$ cat src/rtl/tlp_tx_arbiter_pkg.sv
// Flag-word format of the XGMII-RX FIFO (shared with the XGMII receive engine)
// and arbiter state encodings.
package tlp_tx_arbiter_pkg;

  localparam int FLAG_START    = 0;
  localparam int FLAG_END      = 1;
  localparam int FLAG_LO_VALID = 2;
  localparam int FLAG_HI_VALID = 3;

  localparam logic [3:0] FLAG_FILLER = 4'b0000;

  typedef enum logic [1:0] {
    ST_IDLE     = 2'd0,
    ST_GNT_FIFO = 2'd1,
    ST_GNT_REQ  = 2'd2
  } arb_state_e;

  typedef enum logic {
    SRC_FIFO = 1'b0,
    SRC_REQ  = 1'b1
  } arb_src_e;

  function automatic logic [7:0] flags_to_keep(input logic [3:0] flags);
    return {{4{flags[FLAG_HI_VALID]}}, {4{flags[FLAG_LO_VALID]}}};
  endfunction

endpackage

$ cat src/rtl/tlp_tx_arbiter_slot.sv
// Single-entry AXI-stream output register; free when empty or draining this cycle.
module tlp_axis_slot (
  input  logic        clk_i,
  input  logic        rst_i,
  input  logic        load_i,
  input  logic [63:0] data_i,
  input  logic [7:0]  keep_i,
  input  logic        last_i,
  input  logic        tready_i,
  output logic        free_o,
  output logic        tvalid_o,
  output logic [63:0] tdata_o,
  output logic [7:0]  tkeep_o,
  output logic        tlast_o
);

  logic        tvalid_q;
  logic [63:0] tdata_q;
  logic [7:0]  tkeep_q;
  logic        tlast_q;

  assign free_o = !tvalid_q || tready_i;

  always_ff @(posedge clk_i) begin
    if (rst_i) begin
      tvalid_q <= 1'b0;
      tdata_q  <= '0;
      tkeep_q  <= '0;
      tlast_q  <= 1'b0;
    end else if (load_i) begin
      tvalid_q <= 1'b1;
      tdata_q  <= data_i;
      tkeep_q  <= keep_i;
      tlast_q  <= last_i;
    end else if (tready_i) begin
      tvalid_q <= 1'b0;
    end
  end

  assign tvalid_o = tvalid_q;
  assign tdata_o  = tdata_q;
  assign tkeep_o  = tkeep_q;
  assign tlast_o  = tlast_q;

endmodule

$ cat src/rtl/tlp_tx_arbiter.sv
// Per-TLP arbiter between the XGMII-RX FIFO and the local requester onto the PCIe TX stream.
// Statistics outputs are live only when TLP_ARB_STATS_EN is defined.
//
// state       | meaning
// ST_IDLE     | no TLP owns the output; drop filler/orphan words, pick a source
// ST_GNT_FIFO | FIFO TLP in flight; H holds the word not yet emitted
// ST_GNT_REQ  | requester TLP in flight; beats copied straight to the slot
module tlp_tx_arbiter
  import tlp_tx_arbiter_pkg::*;
#(
  parameter int PRIO_FIFO = 0,
  parameter int CNT_W     = 16
) (
  input  logic             clk,
  input  logic             sys_rst,
  input  logic [71:0]      fifo_dout,
  input  logic             fifo_empty,
  output logic             fifo_rd_en,
  input  logic [63:0]      req_tdata,
  input  logic [7:0]       req_tkeep,
  input  logic             req_tlast,
  input  logic             req_tvalid,
  output logic             req_tready,
  output logic [63:0]      s_axis_tx_tdata,
  output logic [7:0]       s_axis_tx_tkeep,
  output logic             s_axis_tx_tlast,
  output logic             s_axis_tx_tvalid,
  input  logic             s_axis_tx_tready,
  output logic             err_trunc,
  output logic             err_orphan,
  output logic [CNT_W-1:0] fifo_pktcount,
  output logic [CNT_W-1:0] req_pktcount
);

  arb_state_e  state_q, state_d;
  arb_src_e    last_grant_q, last_grant_d;
  logic [63:0] h_data_q;
  logic [7:0]  h_keep_q;
  logic        h_last_q;

  logic        slot_free;
  logic        ld, ld_last, h_load;
  logic [63:0] ld_data;
  logic [7:0]  ld_keep;
  logic        fifo_inc, req_inc, trunc_ev, orphan_ev;

  logic [3:0]  w_flags;
  logic        w_fill, w_start, w_end, fifo_cand, pick_fifo;
  logic [7:0]  w_keep;

  assign w_flags   = fifo_dout[67:64];
  assign w_fill    = (w_flags == FLAG_FILLER);
  assign w_start   = w_flags[FLAG_START];
  assign w_end     = w_flags[FLAG_END];
  assign w_keep    = flags_to_keep(w_flags);
  assign fifo_cand = !fifo_empty && w_start;
  assign pick_fifo = fifo_cand &&
                     (PRIO_FIFO != 0 || !req_tvalid || last_grant_q == SRC_REQ);

  always_comb begin
    state_d      = state_q;
    last_grant_d = last_grant_q;
    fifo_rd_en   = 1'b0;
    req_tready   = 1'b0;
    ld           = 1'b0;
    ld_data      = h_data_q;
    ld_keep      = h_keep_q;
    ld_last      = 1'b0;
    h_load       = 1'b0;
    fifo_inc     = 1'b0;
    req_inc      = 1'b0;
    trunc_ev     = 1'b0;
    orphan_ev    = 1'b0;
    if (!sys_rst && slot_free) begin
      unique case (state_q)
        ST_IDLE: begin
          if (!fifo_empty && !w_start) begin
            fifo_rd_en = 1'b1;
            orphan_ev  = !w_fill;
          end
          if (pick_fifo) begin
            fifo_rd_en   = 1'b1;
            last_grant_d = SRC_FIFO;
            if (w_end) begin
              ld       = 1'b1;
              ld_data  = fifo_dout[63:0];
              ld_keep  = w_keep;
              ld_last  = 1'b1;
              fifo_inc = 1'b1;
            end else begin
              h_load  = 1'b1;
              state_d = ST_GNT_FIFO;
            end
          end else if (req_tvalid) begin
            req_tready   = 1'b1;
            ld           = 1'b1;
            ld_data      = req_tdata;
            ld_keep      = req_tkeep;
            ld_last      = req_tlast;
            last_grant_d = SRC_REQ;
            if (req_tlast) req_inc = 1'b1;
            else           state_d = ST_GNT_REQ;
          end
        end
        ST_GNT_REQ: begin
          req_tready = 1'b1;
          if (req_tvalid) begin
            ld      = 1'b1;
            ld_data = req_tdata;
            ld_keep = req_tkeep;
            ld_last = req_tlast;
            if (req_tlast) begin
              req_inc = 1'b1;
              state_d = ST_IDLE;
            end
          end
        end
        ST_GNT_FIFO: begin
          // H holds the end word: flush it before touching the FIFO again
          if (h_last_q) begin
            ld       = 1'b1;
            ld_last  = 1'b1;
            fifo_inc = 1'b1;
            state_d  = ST_IDLE;
          end else if (!fifo_empty) begin
            if (w_fill || w_start) begin
              fifo_rd_en = w_fill;
              ld         = 1'b1;
              ld_last    = 1'b1;
              trunc_ev   = 1'b1;
              fifo_inc   = 1'b1;
              state_d    = ST_IDLE;
            end else begin
              fifo_rd_en = 1'b1;
              ld         = 1'b1;
              h_load     = 1'b1;
            end
          end
        end
        default: state_d = ST_IDLE;
      endcase
    end
  end

  always_ff @(posedge clk) begin
    if (sys_rst) begin
      state_q      <= ST_IDLE;
      last_grant_q <= SRC_REQ;
      h_data_q     <= '0;
      h_keep_q     <= '0;
      h_last_q     <= 1'b0;
    end else begin
      state_q      <= state_d;
      last_grant_q <= last_grant_d;
      if (h_load) begin
        h_data_q <= fifo_dout[63:0];
        h_keep_q <= w_keep;
        h_last_q <= w_end;
      end else if (ld && ld_last) begin
        h_last_q <= 1'b0;
      end
    end
  end

  tlp_axis_slot u_slot (
    .clk_i    (clk),
    .rst_i    (sys_rst),
    .load_i   (ld),
    .data_i   (ld_data),
    .keep_i   (ld_keep),
    .last_i   (ld_last),
    .tready_i (s_axis_tx_tready),
    .free_o   (slot_free),
    .tvalid_o (s_axis_tx_tvalid),
    .tdata_o  (s_axis_tx_tdata),
    .tkeep_o  (s_axis_tx_tkeep),
    .tlast_o  (s_axis_tx_tlast)
  );

`ifdef TLP_ARB_STATS_EN
  logic [CNT_W-1:0] fifo_cnt_q, req_cnt_q;
  logic             trunc_q, orphan_q;
  logic             unused_flag_hi;

  always_ff @(posedge clk) begin
    if (sys_rst) begin
      fifo_cnt_q <= '0;
      req_cnt_q  <= '0;
      trunc_q    <= 1'b0;
      orphan_q   <= 1'b0;
    end else begin
      if (fifo_inc) fifo_cnt_q <= fifo_cnt_q + CNT_W'(1);
      if (req_inc)  req_cnt_q  <= req_cnt_q + CNT_W'(1);
      trunc_q  <= trunc_ev;
      orphan_q <= orphan_ev;
    end
  end

  assign fifo_pktcount  = fifo_cnt_q;
  assign req_pktcount   = req_cnt_q;
  assign err_trunc      = trunc_q;
  assign err_orphan     = orphan_q;
  assign unused_flag_hi = ^fifo_dout[71:68];
`else
  logic unused_stats;

  assign fifo_pktcount = '0;
  assign req_pktcount  = '0;
  assign err_trunc     = 1'b0;
  assign err_orphan    = 1'b0;
  assign unused_stats  = ^{fifo_inc, req_inc, trunc_ev, orphan_ev, fifo_dout[71:68]};
`endif

endmodule

$ cat config.mk
export PLATFORM = sky130hd
export DESIGN_NAME = tlp_tx_arbiter
export DESIGN_NICKNAME = d
export VERILOG_FILES = /design/src/rtl/tlp_tx_arbiter_pkg.sv /design/src/rtl/tlp_tx_arbiter_slot.sv /design/src/rtl/tlp_tx_arbiter.sv
export SDC_FILE = /design/constraint.sdc
export NUM_CORES = 1
export LEC_CHECK = 0
export BUFFER_PORTS_ARGS = -buffer_cell sky130_fd_sc_hd__buf_4
export CELL_PAD_IN_SITES_DETAIL_PLACEMENT = 1
export CELL_PAD_IN_SITES_GLOBAL_PLACEMENT = 1
export CORE_MARGIN = 1.5
export CORE_UTILIZATION = 36
export CTS_BUF_LIST = sky130_fd_sc_hd__clkbuf_16
export DETAILED_ROUTE_END_ITERATION = 6
export PLACE_DENSITY = 0.81
export SETUP_SLACK_MARGIN = 0.3
export SLEW_MARGIN = 15
export SYNTH_ARGS = -nofsm -noshare
export SYNTH_HDL_FRONTEND = slang
export SYNTH_SLANG_ARGS = --single-unit
$ cat constraint.sdc
create_clock -name clk -period 2.6 [get_ports clk]
set_input_delay 0.52 -clock clk [delete_from_list [all_inputs] [get_ports clk]]
set_output_delay 0.52 -clock clk [all_outputs]
set_load 0.01 [all_outputs]
# ---- Word-level counts from Yosys, hierarchy flattened
# Cells that the tools add are included.
dict set report totals {
  ff_bits 147
  latch_bits 0
  ramBits 0
  romBits 0
  in_bits 150
  out_inout_bits 110
  word_cells 95
  n_memories 0
}
dict set report op_classes {
  n_addsub 0
  mul 0
  div_mod_pow 0
  n_lt_le_gt_ge 0
  n_eq_ne 9
  n_shift 0
  n_mux 57
  bitwise_logic 0
  n_reduce_logical 20
}
# cell n
set ops {}
lappend ops {{64-bit two-way mux} 4}
lappend ops {{64-bit one-hot mux with 2 select lines} 1}
lappend ops {{1-bit two-way mux} 32}
lappend ops {{8-bit two-way mux} 4}
lappend ops {{2-bit two-way mux} 9}
lappend ops {{8-bit one-hot mux with 2 select lines} 1}
lappend ops {{3-bit != test (second input constant)} 5}
lappend ops {{8-bit AND reduction} 1}
lappend ops {{1-bit one-hot mux with 2 select lines} 3}
lappend ops {{1-bit one-hot mux with 3 select lines} 2}
lappend ops {{2-bit one-hot mux with 3 select lines} 1}
lappend ops {{2-bit nonzero test} 3}
lappend ops {{1-bit logical AND} 5}
lappend ops {{1-bit zero test} 5}
lappend ops {{4-bit zero test} 1}
lappend ops {{2-bit != test (second input constant)} 2}
lappend ops {{1-bit logical OR} 3}
lappend ops {{3-bit AND reduction} 1}
lappend ops {{2-bit by 1-bit == test with 1-bit output (second input constant)} 1}
lappend ops {{2-bit == test (second input constant)} 1}
lappend ops {{2-bit zero test} 1}

# ---- Longest topological paths before layout
# Gate-level depths: netlist of the first run.
dict set report logic_depth {
  depth_word 10
  mapped_depth 9
  depth_no_buf 5
}

# ---- Cells and area by module
# Synthesis of the first run repeated with hierarchy kept, for this count alone.
dict set report hier_totals {
  cells_unflattened 910
  area_unflattened_um2 8121.5
}
# module n_inst cells_each area_per_inst_um2 seq_area_each_um2
set by_module_without_submodules {}
lappend by_module_without_submodules {tlp_tx_arbiter 1 671 5449.0 1401.3}
lappend by_module_without_submodules {tlp_axis_slot 1 239 2672.6 1481.4}

# ---- Least setup slack after synthesis of the first run
# Ideal clock, no wire load.
dict set report synth_path {
  kind {in2reg}
  start {input fifo_empty}
  end {register h_data_q[34]}
  setup_ns 0.128
  arrival_time_ns 2.013
  t_required_ns 2.472
  slack_ns 0.459
  path_stages 8
  path_buffers 3
  cell_sequence {nand2b_1 or4_1 a211o_1 clkbuf_1 buf_6 buf_6 mux2i_1 nor2_1}
}
dict set report synth_via {
  elab_chain_cells 6
  word_cells_on_any_way 8
  classes_between {mux: 5; reduce/logical: 3}
}
# item line
set synth_rtl {}
lappend synth_rtl {{start: declaration} tlp_tx_arbiter.sv:17} ;# input logic fifo_empty,
lappend synth_rtl {{1-bit zero test} --}
lappend synth_rtl {{1-bit logical AND} tlp_tx_arbiter.sv:56} ;# assign fifo_cand = !fifo_empty && w_start;
lappend synth_rtl {{1-bit logical AND} tlp_tx_arbiter.sv:57} ;# assign pick_fifo = fifo_cand &&
lappend synth_rtl {{1-bit two-way mux} tlp_tx_arbiter.sv:81} ;# if (pick_fifo) begin
lappend synth_rtl {{1-bit one-hot mux with 2 select lines (*)} tlp_tx_arbiter.sv:75} ;# unique case (state_q)
lappend synth_rtl {{1-bit two-way mux (*)} tlp_tx_arbiter.sv:74} ;# if (!sys_rst && slot_free) begin
lappend synth_rtl {{end signal: assignment} tlp_tx_arbiter.sv:156} ;# h_data_q <= fifo_dout[63:0];
lappend synth_rtl {{end: declaration} tlp_tx_arbiter.sv:37} ;# logic [63:0] h_data_q;
# Mark *: on every way between the ends. The rest lies on a longest branch, timed or not.
# A chain may end at the register's enable or synchronous reset.

# ---- Worst setup path in the final report of the first run
dict set report layout_path {
  start {register state_q[1]}
  end {register h_data_q[13]}
}
dict set report layout_via {
  elab_chain_cells 3
  word_cells_on_any_way 4
  classes_between {eq/ne: 1; mux: 2; reduce/logical: 1}
}
# item line
set layout_rtl {}
lappend layout_rtl {{start: declaration} tlp_tx_arbiter.sv:35} ;# arb_state_e state_q, state_d;
lappend layout_rtl {{start signal: assignment} tlp_tx_arbiter.sv:153} ;# state_q <= state_d;
lappend layout_rtl {{2-bit by 1-bit == test with 1-bit output or 2-bit zero test (tied branches)} tlp_tx_arbiter.sv:75}
lappend layout_rtl {{1-bit one-hot mux with 2 select lines (*)} tlp_tx_arbiter.sv:75}
lappend layout_rtl {{1-bit two-way mux (*)} tlp_tx_arbiter.sv:74}
# Marks and branches as above.

==> results.toml, run 1 <==
[layout]
most-common-layout-cells = "260 x buf_4, 142 x dfxtp_1, 81 x a21oi_1"
diodes = 0
nNetsFinal = 1116
layout-drive-gt1-share = 0.329
multiInputGateArea_um2 = 3480
seq_area_um2 = 2890
fill_cells = 2151
final_common_cell = "buf_4"
area_delta_synth_final_pct = 41.3

[global_routing]
gr-usage-all-layers = 0.242
antenna_found_initial = 0
grt-ovfl-total = 0
use_met3 = 0.0471
gr-usage-met1 = 0.294
grtUsageMet2 = 0.416
grt_max_degree = 66
busiest_layer = "met2"
grt_pass1_vias = 6946
grt_pass1_wl_um = 37400

[sta]
fin_crit_sh = 0.890
finalHoldViolations = 0
fin_tns_setup_ns = 0
final_max_slew_viol_count = 0
whs_ns = 0.337
worst_pin_slew_ns = 0.962
relSlewSlack = 0.358
postLayoutSetupSlackWorst_ns = 0.286
final.setup_skew_ns = 0.00820
min_period_ns = 2.31
max_freq_mhz = 432
finalSetupViolations = 0
rsz0062_at_grt = "true"

[logic_synthesis]
synth_fa_ha_area_frac = 0
synth_xor_area_frac = 0
synthSimpleGateAreaFrac = 0.110
synth_area_um2 = 6740
yosysUniqueCellTypes = 54
yosys.area.top_type_share = 0.428
ys_warn_count = 0
ys.flop_type = "dfxtp_1"
synth.yosys.seq_area_share = 0.428
synth_mux_area_frac = 0.101
synth-edff-count = 0
synth.largest_area_cell = "dfxtp_1"
synth_compound_area_frac = 0.269
synth.area.top_cells = "dfxtp_1 43%, mux2i_1 10%, a21oi_1 6.2%"
synth_top_family_by_area = "compound AO/OA/AOI/OAI gates"
ys_seq_elements = 144
postSynthCellCount = 748
async_flop_share = 0
synth.avg_cell_area_um2 = 9.01

[worst_setup_path]
crit_type = "reg2reg"
cp_max_fo = 8
worst_ep_required_time_ns = 2.88
arrival_ns = 2.59
reg2regPathDepth = 7
cp-end-kind = "flop"
critPathLaunchType = "flop"

[clocking]
clk_path_buf_depth = 2
cts_buffers = 17
cts-root-buf = "clkbuf_16"
cts_tree = "done"
clk_latency_ns = 0.43
cts_sinks = 144
clkTransAtPathRegs_ns = 0.06
hold_buffers = 0
htreeDepth = 4

[placement]
dp_slack_ns = 0.0113
gp_congestion = 0.858
io_buffers = 221
dp_hpwl_um = 16300

[floorplanning]
core_um2 = 18100
die_h_um = 140
die_x_um = 140
rows = 49
start_util = 0.371
num_io_pins = 260
dieArea_um2 = 19500

[power_and_ir_drop]
powerDensity_nw_per_um2 = 651
ir_drop_v = 0.000441
power.leakage_uw = 0.00431

[detailed_routing]
via_per_inst = 5.71
drc_errors = 17
finalWirelength_um = 25100
ant_nets = 0
drt-pass1-iter-count = 7
vias = 6898
dr.first_iter.drc_count = 447
wire_per_inst_um = 20.8

[status]
status = "finished, violations left"
violations = "DRC"

[min_path]
hold_depth = 3
hp-class = "in2reg"

[job]
cap_violations = 0
## cell usage after synthesis, drive strengths merged (2+ instances only)
| cell | instances |
|---|---|
| nor2b | 5 |
| o31ai | 5 |
| a31o | 3 |
| nor3b | 2 |
| inv | 3 |
| a211o | 2 |
| o311a | 2 |
| clkbuf | 49 |
| nor4 | 3 |
| a22oi | 26 |
| a21o | 2 |
| o21ai | 9 |
| a221oi | 12 |
| mux2i | 67 |
| nand4 | 12 |
| nand2 | 46 |
| dfxtp | 144 |
| a211oi | 41 |
| nor2 | 79 |
| buf | 61 |
| a222oi | 26 |
| a21oi | 83 |
| a31oi | 3 |
| a311oi | 26 |
| nor3 | 6 |
| nand2b | 5 |
| o211ai | 4 |
| o21a | 2 |
## metal layers
| layer | part of all wire | vias up |
|---|---|---|
| met5 | 0 | - |
| met4 | 0.033 | 0 |
| met3 | 0.059 | 55 |
| met2 | 0.50 | 261 |
| met1 | 0.41 | 3385 |
| li1 | - | 3197 |
## flip-flops by register name, summed over array words and instances, names as in the netlist
signal	cells
h_last_q	1
u_slot.tlast_o	1
last_grant_q	1
state_q	2
u_slot.tvalid_o	1
h_keep_q	2
u_slot.tdata_o	64
u_slot.tkeep_o	8
h_data_q	64
## critical path, stage by stage (launching register included)
cell and delay [ns]:
dfxtp_4 0.35, buf_4 0.17, nor3b_4 0.22, or4b_4 0.49, a211o_4 0.47, buf_16 0.20, mux2i_2 0.20, nor2_1 0.06
## final timing paths
check	startpoint	end	slack (ns)
setup / recovery	state_q[1]	h_data_q[13]	0.29
hold / removal	fifo_dout[17]	h_data_q[17]	0.34
setup reg to reg	state_q[1]	h_data_q[13]	0.29
hold reg to reg	h_data_q[17]	h_data_q[17]	0.50
## logic make-up (layout without fill, tap and decap cells)
group                  count (synthesis)  after routing
and+or+nand+nor                      166            167
buffers and inverters                114            311
muxes                                 68             68
AOI/OAI and AO/OA                    255            255
other                                  1             34
DFF                                  144            144
## power by group
| group | internal [uW] | switching [uW] |
|---|---|---|
| Sequential | 2350 | 88.1 |
| Combinational | 604 | 704 |
| Clock | 1490 | 960 |
## area by class of cell
type                       instances  share of cell area
inverter                           4             0.00158
multi-input combinational        524               0.366
clock buffer                      17              0.0447
timing repair buffer             275               0.238
clock inverter                    15              0.0162
tap                              229              0.0301
sequential                       144               0.303
## stage by stage
step | utilization | area (um^2) | instances | power, uW
after detailed placement | 0.479 | 8690 | 1163 | 3740
after global placement | 0.479 | 8690 | 1163 | 3710
after floorplan | - | 6860 | 781 | 3120
final | 0.525 | 9520 | 1208 | 6190
after global routing | 0.525 | 9520 | 1208 | 6440
after CTS | 0.513 | 9310 | 1198 | 6200
## repair_timing
action                                  4_1_cts  5_1_grt
buffers inserted                              2        4
endpoints found under the setup margin       50       50
pin swaps                                     3        3
resized for setup                             6       10
cloned                                        1        6
Power figures use the tool's default switching activity.
==> inputs of run 2 (changes only) <==
PLACE_DENSITY = 0.85   (was 0.81)
==> results.toml, run 2 (synthesis results as in run 1) <==
[status]
status = "finished, violations left"
violations = "DRC"

[detailed_routing]
dr.first_iter.drc_count = 461
drc_errors = 17
vias = 6778
via_per_inst = 5.71
wl_met1_um = 10200
finalWirelength_um = 24700
drt-pass1-iter-count = 7
wire_per_inst_um = 20.8
routed-wl-met2_um = 12200
highest_layer = "met4"
wl_met3_um = 1440
ant_nets = 0

[worst_setup_path]
rrSetupSlack_ns = 0.35
cp-end-kind = "flop"
critPathLaunchType = "flop"
cp_top_family = "simple AND/OR/NAND/NOR gates"
cp_max_fo = 13
worst_ep_required_time_ns = 2.87
crit_path_cell_trace = "nor3b_2, or4b_1, a211o_4, buf_4, mux2i_1, nor2_1"
arrival_ns = 2.52
cp_slowest_cell = "or4b_1"
slowest_delay_ns = 0.48
critPathBufInv = 1
crit_type = "reg2reg"

[global_routing]
grt_max_degree = 77
antenna_found_initial = 2
gr-usage-all-layers = 0.247
grt_pass1_vias = 6794
grt-ovfl-total = 0
grt_pass1_wl_um = 37700

[clocking]
hold_buffers = 0
clk_path_buf_depth = 2
cts_tree = "done"
clk_latency_ns = 0.41
cts_buffers = 17
clkTransAtPathRegs_ns = 0.06
cts_sinks = 144
htreeDepth = 4
cts-root-buf = "clkbuf_16"

[power_and_ir_drop]
powerDensity_nw_per_um2 = 665
p_int_uw = 4400
p_seq_frac = 0.398
ir_drop_v = 0.000458
comb_power_share = 0.203
switchingPower_uw = 1740
switching_share = 0.284
clock_power_share = 0.399
power.leakage_uw = 0.00417

[floorplanning]
die_x_um = 140
die_h_um = 140
dieArea_um2 = 19500
start_util = 0.371
num_io_pins = 260
core_um2 = 18100
rows = 49

[layout]
finalNonFillerCells = 1187
area_delta_synth_final_pct = 37.0
most-common-layout-cells = "243 x buf_4, 142 x dfxtp_1, 81 x a21oi_1"
final_common_cell = "buf_4"
nNetsFinal = 1093
layout-drive-gt1-share = 0.310

[placement]
place_inst = 1152
gp_congestion = 0.835
dp_hpwl_um = 16400
dp_slack_ns = 0.0938
io_buffers = 221

[sta]
relSlewSlack = 0.446
finalHoldViolations = 0
postLayoutSetupSlackWorst_ns = 0.347
final_max_slew_viol_count = 0
max_freq_mhz = 444
finalSetupViolations = 0
fin_tns_setup_ns = 0
worst_pin_slew_ns = 0.831
final.setup_skew_ns = 0.00657
whs_ns = 0.346
rsz0062_at_grt = "true"
fin_crit_sh = 0.866
min_period_ns = 2.25

[job]
cap_violations = 0

[min_path]
hp-class = "in2reg"
[run 2: cell types whose count changed in the layout (fill, tap and decap cells not counted), sizes merged]
cell | before | now
diode | 0 | 2
buf | 271 | 253
clkbuf | 21 | 17
nor2 | 80 | 79
[run 2: worst paths after layout]
kind / from / endpoint / depth (start not counted)
setup reg to reg: state_q[1] / h_keep_q[4] / 6
hold / removal: fifo_dout[49] / h_data_q[49] / 3
hold reg to reg: h_data_q[7] / h_data_q[7] / 2
setup / recovery: state_q[1] / h_keep_q[4] / 6
[run 2: layout make-up]
class	instances	area (um^2)
fill	2123	8910
multi-input combinational	523	3450
sequential	144	2890
timing repair buffer	253	2020
clock buffer	17	425
tap	229	287
clock inverter	15	154
inverter	4	15.0
antenna	2	5.00
[run 2: repair_timing]
item / 4_1_cts / 5_1_grt
setup buffers: 0 / 1
pin swaps: 2 / 1
gates resized for setup: 7 / 2
setup endpoints to repair: 5 / 6
[run 2: stage by stage]
stage / util / power, uW / area [um^2]
finish: 0.509 / 6140 / 9230
global route: 0.509 / 6390 / 9230
CTS: 0.508 / 6180 / 9220
detailed placement: 0.474 / 3710 / 8610
global placement: 0.474 / 3670 / 8610
floorplan: - / 3120 / 6860
[run 2: per-layer routing]
metal / vias up / global-route usage
li1: 3146 / -
met1: 3324 / 0.303
met2: 255 / 0.414
met3: 53 / 0.0530
met4: 0 / 0.113
met5: - / 0
[run 2: power groups by stage]
stage | clock network (uW) | registers, uW | logic [uW]
finish | 2450 | 2440 | 1250
detailed placement | 0 | 2480 | 1230
global route | 2600 | 2460 | 1340
floorplan | 0 | 2520 | 598
global placement | 0 | 2480 | 1190
CTS | 2500 | 2440 | 1240
[run 2: worst reg2reg max path: stages, from the launching register on]
cell     delay [ns]
dfxtp_2        0.39
nor3b_2        0.21
or4b_1         0.48
a211o_4        0.49
buf_4          0.24
mux2i_1        0.22
nor2_1         0.08
